<file path="src/rtl/ram_burst_reader.sv">
// rtl/ram_burst_reader.sv - burst read initiator for the dual-port RAM with credit-gated output FIFO
module ram_burst_reader #(
    parameter int DATA_W     = 16,
    parameter int ADDR_W     = 3,
    parameter int FIFO_DEPTH = 4
) (
    input  logic              rd_clk,
    input  logic              clr_n,
    input  logic              req_valid,
    output logic              req_ready,
    input  logic [ADDR_W-1:0] req_addr,
    input  logic [ADDR_W:0]   req_len,
    output logic              ram_re,
    output logic [ADDR_W-1:0] ram_rd_addr,
    input  logic [DATA_W-1:0] ram_data,
    output logic              m_valid,
    input  logic              m_ready,
    output logic [DATA_W-1:0] m_data,
    output logic              m_last,
    output logic              busy
);
    localparam int PW = $clog2(FIFO_DEPTH);
    localparam int CW = PW + 2;
    localparam logic [ADDR_W:0] MAX_LEN = {1'b1, {ADDR_W{1'b0}}};
    localparam logic [ADDR_W:0] ONE_LEN = {{ADDR_W{1'b0}}, 1'b1};

    typedef enum logic [1:0] {IDLE, ISSUE, DRAIN} state_t;

    state_t            state_q;
    logic [ADDR_W-1:0] addr_q;
    logic [ADDR_W:0]   remain_q;
    logic              ram_re_q;
    logic [ADDR_W-1:0] ram_rd_addr_q;
    logic              re_last_q;
    logic              rvalid_q;
    logic              rv_last_q;

    logic [DATA_W-1:0] mem_data [FIFO_DEPTH];
    logic              mem_last [FIFO_DEPTH];
    logic [PW-1:0]     wr_ptr_q;
    logic [PW-1:0]     rd_ptr_q;
    logic [PW:0]       count_q;
    logic [PW:0]       count_d;
    logic              m_valid_q;
    logic [DATA_W-1:0] m_data_q;
    logic [DATA_W-1:0] m_data_d;
    logic              m_last_q;
    logic              m_last_d;

    logic [ADDR_W:0]   len_clamped;
    logic [CW-1:0]     pending;
    logic              credit_ok;
    logic              push;
    logic              pop;
    logic              drain_done;
    logic [PW-1:0]     rd_next;

    assign len_clamped = (req_len > MAX_LEN) ? MAX_LEN : req_len;
    // Reserve a slot for every read that is issued but not yet written into the FIFO.
    assign pending     = CW'(count_q) + CW'(rvalid_q) + CW'(ram_re_q);
    assign credit_ok   = pending < CW'(FIFO_DEPTH);
    assign push        = rvalid_q;
    assign pop         = m_valid_q && m_ready;
    assign count_d     = count_q + (PW+1)'(push) - (PW+1)'(pop);
    assign rd_next     = rd_ptr_q + 1'b1;
    assign drain_done  = pop && (count_q == (PW+1)'(1)) && !push && !ram_re_q;

    assign req_ready   = (state_q == IDLE);
    assign busy        = (state_q != IDLE);
    assign ram_re      = ram_re_q;
    assign ram_rd_addr = ram_rd_addr_q;
    assign m_valid     = m_valid_q;
    assign m_data      = m_data_q;
    assign m_last      = m_last_q;

    always_ff @(posedge rd_clk or negedge clr_n) begin
        if (!clr_n) begin
            state_q       <= IDLE;
            addr_q        <= '0;
            remain_q      <= '0;
            ram_re_q      <= 1'b0;
            ram_rd_addr_q <= '0;
            re_last_q     <= 1'b0;
        end else begin
            ram_re_q  <= 1'b0;
            re_last_q <= 1'b0;
            case (state_q)
                IDLE: begin
                    // The FIFO is always empty in IDLE, so the first read needs no credit check.
                    if (req_valid && (len_clamped != '0)) begin
                        ram_re_q      <= 1'b1;
                        ram_rd_addr_q <= req_addr;
                        addr_q        <= req_addr + 1'b1;
                        remain_q      <= len_clamped - 1'b1;
                        re_last_q     <= (len_clamped == ONE_LEN);
                        state_q       <= (len_clamped == ONE_LEN) ? DRAIN : ISSUE;
                    end
                end
                ISSUE: begin
                    if (credit_ok) begin
                        ram_re_q      <= 1'b1;
                        ram_rd_addr_q <= addr_q;
                        addr_q        <= addr_q + 1'b1;
                        remain_q      <= remain_q - 1'b1;
                        re_last_q     <= (remain_q == ONE_LEN);
                        if (remain_q == ONE_LEN) state_q <= DRAIN;
                    end
                end
                DRAIN: begin
                    if (drain_done) state_q <= IDLE;
                end
                default: state_q <= IDLE;
            endcase
        end
    end

    // The head entry is mirrored into m_data_q so the stream outputs come straight from flops.
    always_comb begin
        m_data_d = m_data_q;
        m_last_d = m_last_q;
        if (pop) begin
            if (count_q > (PW+1)'(1)) begin
                m_data_d = mem_data[rd_next];
                m_last_d = mem_last[rd_next];
            end else if (push) begin
                m_data_d = ram_data;
                m_last_d = rv_last_q;
            end
        end else if ((count_q == '0) && push) begin
            m_data_d = ram_data;
            m_last_d = rv_last_q;
        end
    end

    always_ff @(posedge rd_clk or negedge clr_n) begin
        if (!clr_n) begin
            rvalid_q  <= 1'b0;
            rv_last_q <= 1'b0;
            wr_ptr_q  <= '0;
            rd_ptr_q  <= '0;
            count_q   <= '0;
            m_valid_q <= 1'b0;
            m_data_q  <= '0;
            m_last_q  <= 1'b0;
        end else begin
            rvalid_q  <= ram_re_q;
            rv_last_q <= re_last_q;
            if (push) wr_ptr_q <= wr_ptr_q + 1'b1;
            if (pop)  rd_ptr_q <= rd_next;
            count_q   <= count_d;
            m_valid_q <= (count_d != '0);
            m_data_q  <= m_data_d;
            m_last_q  <= m_last_d;
        end
    end

    always_ff @(posedge rd_clk) begin
        if (push) begin
            mem_data[wr_ptr_q] <= ram_data;
            mem_last[wr_ptr_q] <= rv_last_q;
        end
    end

    always_ff @(posedge rd_clk) begin
        if (clr_n) begin
            assert (!(push && !pop && (count_q == (PW+1)'(FIFO_DEPTH))));
        end
    end
endmodule

</file>
<file path="config.mk">
export PLATFORM = sky130hd
export DESIGN_NAME = ram_burst_reader
export DESIGN_NICKNAME = d
export VERILOG_FILES = /design/src/rtl/ram_burst_reader.sv
export SDC_FILE = /design/constraint.sdc
export NUM_CORES = 1
export LEC_CHECK = 0
export CAP_MARGIN = 10
export CORE_ASPECT_RATIO = 1.1
export CORE_MARGIN = 4
export CORE_UTILIZATION = 45
export CTS_CLUSTER_DIAMETER = 120
export CTS_CLUSTER_SIZE = 28
export DETAILED_ROUTE_END_ITERATION = 10
export PLACE_DENSITY = 0.68
export SYNTH_ARGS = -nofsm -noshare
export SYNTH_HDL_FRONTEND = slang
export SYNTH_SLANG_ARGS = --single-unit
</file>
<file path="constraint.sdc">
create_clock -name rd_clk -period 2.3 [get_ports rd_clk]
set_input_delay 0.69 -clock rd_clk [delete_from_list [all_inputs] [get_ports rd_clk]]
set_output_delay 0.69 -clock rd_clk [all_outputs]
set_load 0.05 [all_outputs]
</file>
### Yosys cells after proc, flatten, opt, wreduce, memory -nomap -nowiden

Memories as Yosys holds them, arrays and structs flattened.
Cells that the tools add are included.

* bits in registers: 41
* bits in writable memories: 68
* input bits: 27
* output and inout bits: 24
* word-level logic and storage cells: 89
* memories kept: 2

* $add $sub $neg: 10
* order comparisons: 3
* eq/ne operators: 10
* muxes and demuxes: 32
* reduce and logical (&&, ||, !) cells: 18

Memories
* mem_data: words 4, bits a word 16, rd ports 1, clocked after memory_dff 0, wr ports 1, line 38 `logic [DATA_W-1:0] mem_data [FIFO_DEPTH];`
* mem_last: words 4, bits a word 1, rd ports 1, clocked after memory_dff 0, wr ports 1, line 39 `logic mem_last [FIFO_DEPTH];`

Operator list (number)
* $mux 16: 4
* $mux 3: 4
* $mux 4: 3
* $pmux 3 s2: 2
* $mux 1: 10
* $mux 2: 5
* $eq 4x1->1 const B: 2
* $pmux 4 s2: 1
* $sub 4x1->4 const B: 2
* $add 3x1->3 const B: 2
* $logic_and 1x1->1: 6
* $ne 2x2->1 const B: 3
* $pmux 2 s3: 1
* $reduce_bool 2->1: 3
* $add 2x1->2 const B: 2
* $add 3x1->4: 1
* $add 4x1->4: 1
* $gt 4x4->1 const B: 1
* $lt 4x3->1 const B: 1
* $pmux 1 s2: 2
* $reduce_and 4->1: 1
* $reduce_bool 4->1: 1
* $add 3x1->3: 1
* $eq 3x1->1 const B: 1
* 12 further kinds: 13

### Depth between registers and ports, before layout

Gate-level depths: netlist (run 1).

* depth after elaboration: 6
* depth in mapped cells: 8
* mapped depth without buffers: 8

### Worst setup path before layout (run 1)

No wires, ideal clock.

* path kind: input-to-reg
* start point: input m_ready
* end point: register m_valid_q, in the netlist m_valid
* setup time: 0.131 ns
* arrival: 2.186 ns
* data required time: 2.169 ns
* path slack: -0.017 ns
* stages on the path: 8
* path buffers: 0
* cells stage by stage: nand2_1 -> inv_1 -> ha_1 -> inv_1 -> ha_1 -> fa_1 -> xnor2_1 -> or3_1

* cells in the longest elaborated chain, start to end: 3

RTL lines
* start: declaration: line 17 `input logic m_ready,`
* $logic_and 1x1->1: line 63 `assign pop = m_valid_q && m_ready;`
* named net pop: line 54 `logic pop;`
* $sub 3x1->3: line 64 `assign count_d = count_q + (PW+1)'(push) - (PW+1)'(pop);`
* named net count_d[2]: line 43 `logic [PW:0] count_d;`
* $reduce_bool 3->1: line 151 `m_valid_q <= (count_d != '0);`
* end signal: assignment: line 151
* end: declaration: line 44 `logic m_valid_q;`

The timed path passes the listed nets, and every way through them passes these cells.
A chain may end at the register's enable or synchronous reset.

### Worst setup path in the final report (run 1)

* start point: register m_last_q, in the netlist m_last
* end point: output m_last

RTL lines
* start: declaration: line 47 `logic m_last_q;`
* start signal: assignment: line 153 `m_last_q <= m_last_d;`
* end: declaration: line 19 `output logic m_last,`

No word-level cell between the ends.

==> results.sh, run 1 <==
export IMPL_drive_gt1_frac=0.277
export IMPL_post_place_cells=502
export IMPL_hold_ws_ps=180
export IMPL_grt_start_max_net_pins=20
export IMPL_dpl_cell_area_sq_um=5660
export IMPL_post_synth_top_count_cell="edfxtp_1"
export IMPL_antenna_found_initial=0
export IMPL_worst_slew_margin_rel=0.574
export IMPL_holdCritPathClass="in2async"
export IMPL_ys_flop_type="edfxtp_1"
export IMPL_min_period_ps=2220
export IMPL_clock_latency_ps=340
export IMPL_areaGrowthSynthToFinish_pct=25.1
export IMPL_critPathMaxStageDelay_ps=820
export IMPL_clockBufferDepth=2
export IMPL_power_leakage_nw=2.34
export IMPL_rsz0062_at_grt="no"
export IMPL_dp_hpwl_um=6150
export IMPL_ys_seq_area_frac=0.640
export IMPL_synth_area_sq_um=4790
export IMPL_routedWlPerCell_um=16.9
export IMPL_globalplace_congestion=0.783
export IMPL_syn_inst=291
export IMPL_final_period_utilization=0.964
export IMPL_routed_wl_um=8740
export IMPL_cts_tree="done"
export IMPL_start_util=0.461
export IMPL_required_ps=1610
export IMPL_finalHoldViolations=0
export IMPL_drc=0
export IMPL_synth_warnings=0
export IMPL_dr_total_vias=2703
export IMPL_final_cells=518
export IMPL_firstDrtPassIters=4
export IMPL_first_iter_violations=104
export IMPL_die_width_um=106
export IMPL_fill_cells=837
export IMPL_cp_start_kind="flop"
export IMPL_ctsHoldBuffers=0
export IMPL_cts_root_buf="clkbuf_16"
export IMPL_yosysTopAreaCell="edfxtp_1"
export IMPL_cap_violations=0
export IMPL_finalClockSkew_ps=7.36
export IMPL_outcome="finished, final reports clean"
export IMPL_synth_common_cells="68 x edfxtp_1, 41 x dfrtp_1, 34 x mux2_2"
export IMPL_irDropWorstVdd_mv=0.858
export IMPL_io_pins=51
export IMPL_maxSlewViolCount=0
export IMPL_synthArstFlopShare=0.376
export IMPL_via_per_inst=5.22
export IMPL_crit_fanout=2
export IMPL_setup_viol=0
export IMPL_synth_area_top_cells="edfxtp_1 43%, dfrtp_1 21%, mux2_2 8.0%"
export IMPL_cts_sink_count=109
export IMPL_die_h_um=116
export IMPL_portBuffers=50
export IMPL_multi_input_area_sq_um=1580
export IMPL_numCtsBuffers=9
export IMPL_grt_pass1_vias=2840
export IMPL_rows=39
export IMPL_worstPathArrival_ps=1530
export IMPL_cts_htree_levels=3
export IMPL_overflow=0
export IMPL_layout_nets=415
export IMPL_regArea_sq_um=3070
export IMPL_crit_chain="clkdlybuf4s50_1"
export IMPL_grt_usage=0.153
export IMPL_synth_cell_types=53
export IMPL_critical_path_slowest_cell="clkdlybuf4s50_1"
export IMPL_worst_pin_slew_ps=635
export IMPL_fin_util=0.577
export IMPL_synth_edf_count=68
export IMPL_diodes=0
export IMPL_grt_first_pass_wirelength_um=14400
export IMPL_synth_top_area_frac=0.426
export IMPL_final_area_sq_um=5990
export IMPL_path_delay_family="buffers and inverters"
export IMPL_synth_fp_nets=336
export IMPL_crit_buf_inv=1
export IMPL_core_area_sq_um=10400
export IMPL_ant_nets=0
export IMPL_p_per_area_nw_per_um2=1430
export IMPL_clk_pin_slew_ps=70
export IMPL_endpoint_kind="output port"
export IMPL_avgSynthCellArea_sq_um=16.5
export IMPL_r2r_setup_slack_ps=190
export IMPL_path_class="reg2out"
export IMPL_ys_ff_latch=109
export IMPL_max_freq_mhz=451
export IMPL_dieArea_sq_um=12400
==> cell type report <==
cell class / instances / share of cell area
multi-input combinational: 154 / 0.263
clock inverter: 5 / 0.0138
timing repair buffer: 78 / 0.129
tap: 143 / 0.0299
clock buffer: 11 / 0.0405
sequential: 109 / 0.512
inverter: 18 / 0.0113
==> worst paths after layout <==
path / startpoint / end / cells after the start
worst max-delay path: m_last / m_last / 1
worst max register to register: count_q[1] / m_data[6] / 7
worst min register to register: re_last_q / rv_last_q / 0
worst min-delay path: clr_n / m_data[8] / 1
min in group rd_clk: re_last_q / rv_last_q / 0
max in group asynchronous: clr_n / remain_q[0] / 2
==> per-layer routing <==
| metal | up-vias | GRT usage | wire, um |
|---|---|---|---|
| met3 | 9 | 0.0326 | 309 |
| li1 | 1260 | - | - |
| met5 | - | 0 | 0 |
| met1 | 1388 | 0.187 | 3750 |
| met4 | 0 | 0.0492 | 110 |
| met2 | 46 | 0.273 | 4570 |
==> timing repair <==
item | CTS | global route
resized for setup | 2 | 2
cloned | 0 | 0
pin swaps | 2 | 3
setup buffers | 0 | 0
endpoints found under the setup margin | 1 | 2
==> cell families (layout without fill, tap and decap cells) <==
| group | count (synthesis) | after routing | synth area share |
|---|---|---|---|
| DFF | 109 | 109 | 0.640 |
| AOI/OAI and AO/OA | 27 | 27 | 0.0452 |
| xor gates and xnor gates | 5 | 5 | 0.00914 |
| buffers and inverters | 28 | 112 | 0.0313 |
| adders and majority gates | 18 | 18 | 0.0486 |
| muxes | 55 | 55 | 0.172 |
| and+or+nand+nor | 49 | 49 | 0.0533 |
==> cells in the final DEF, fill, tap and decap left out, drive strengths merged, types with 4 or more instances in the layout <==
cell type and instances:
mux4 17, mux2 37, nand2 10, nor3 5
xnor2 4, and2 4, dfrtp 41, ha 17
clkdlybuf4s50 43, inv 19, nor2 11, edfxtp 68
buf 33, clkbuf 11, o21ai 5
==> metrics by stage <==
stage	setup TNS, ps	total power, mW	setup WS (ps)
finish	0	8.56	82.5
global route	0	9.10	28.1
detailed placement	-6230	7.00	-396
floorplan	0	5.75	8.91
global placement	-5570	6.91	-342
CTS	0	8.68	9.43
==> state kept, by name, indices dropped and copies added, names as in the netlist <==
| name | flops |
|---|---|
| mem_data | 64 |
| m_data | 16 |
| mem_last | 4 |
| remain_q | 4 |
| addr_q | 3 |
| count_q | 3 |
| ram_rd_addr | 3 |
| rd_ptr_q | 2 |
| state_q | 2 |
| wr_ptr_q | 2 |
| m_last | 1 |
| m_valid | 1 |
| push | 1 |
| ram_re | 1 |
| re_last_q | 1 |
| rv_last_q | 1 |
==> power breakdown <==
part           internal (mW)  switching, mW  leakage [nW]
Combinational           1.76           2.12          1.07
Clock                  0.988          0.660         0.160
Sequential              2.75          0.283          1.11
Power figures use the tool's default switching activity.
==> run 2, diff against run 1 <==
Settings changed: CAP_MARGIN 10 to unset.
==> results of run 2 <==
No change in the layout: final DEF, timing and power equal those of run 1.
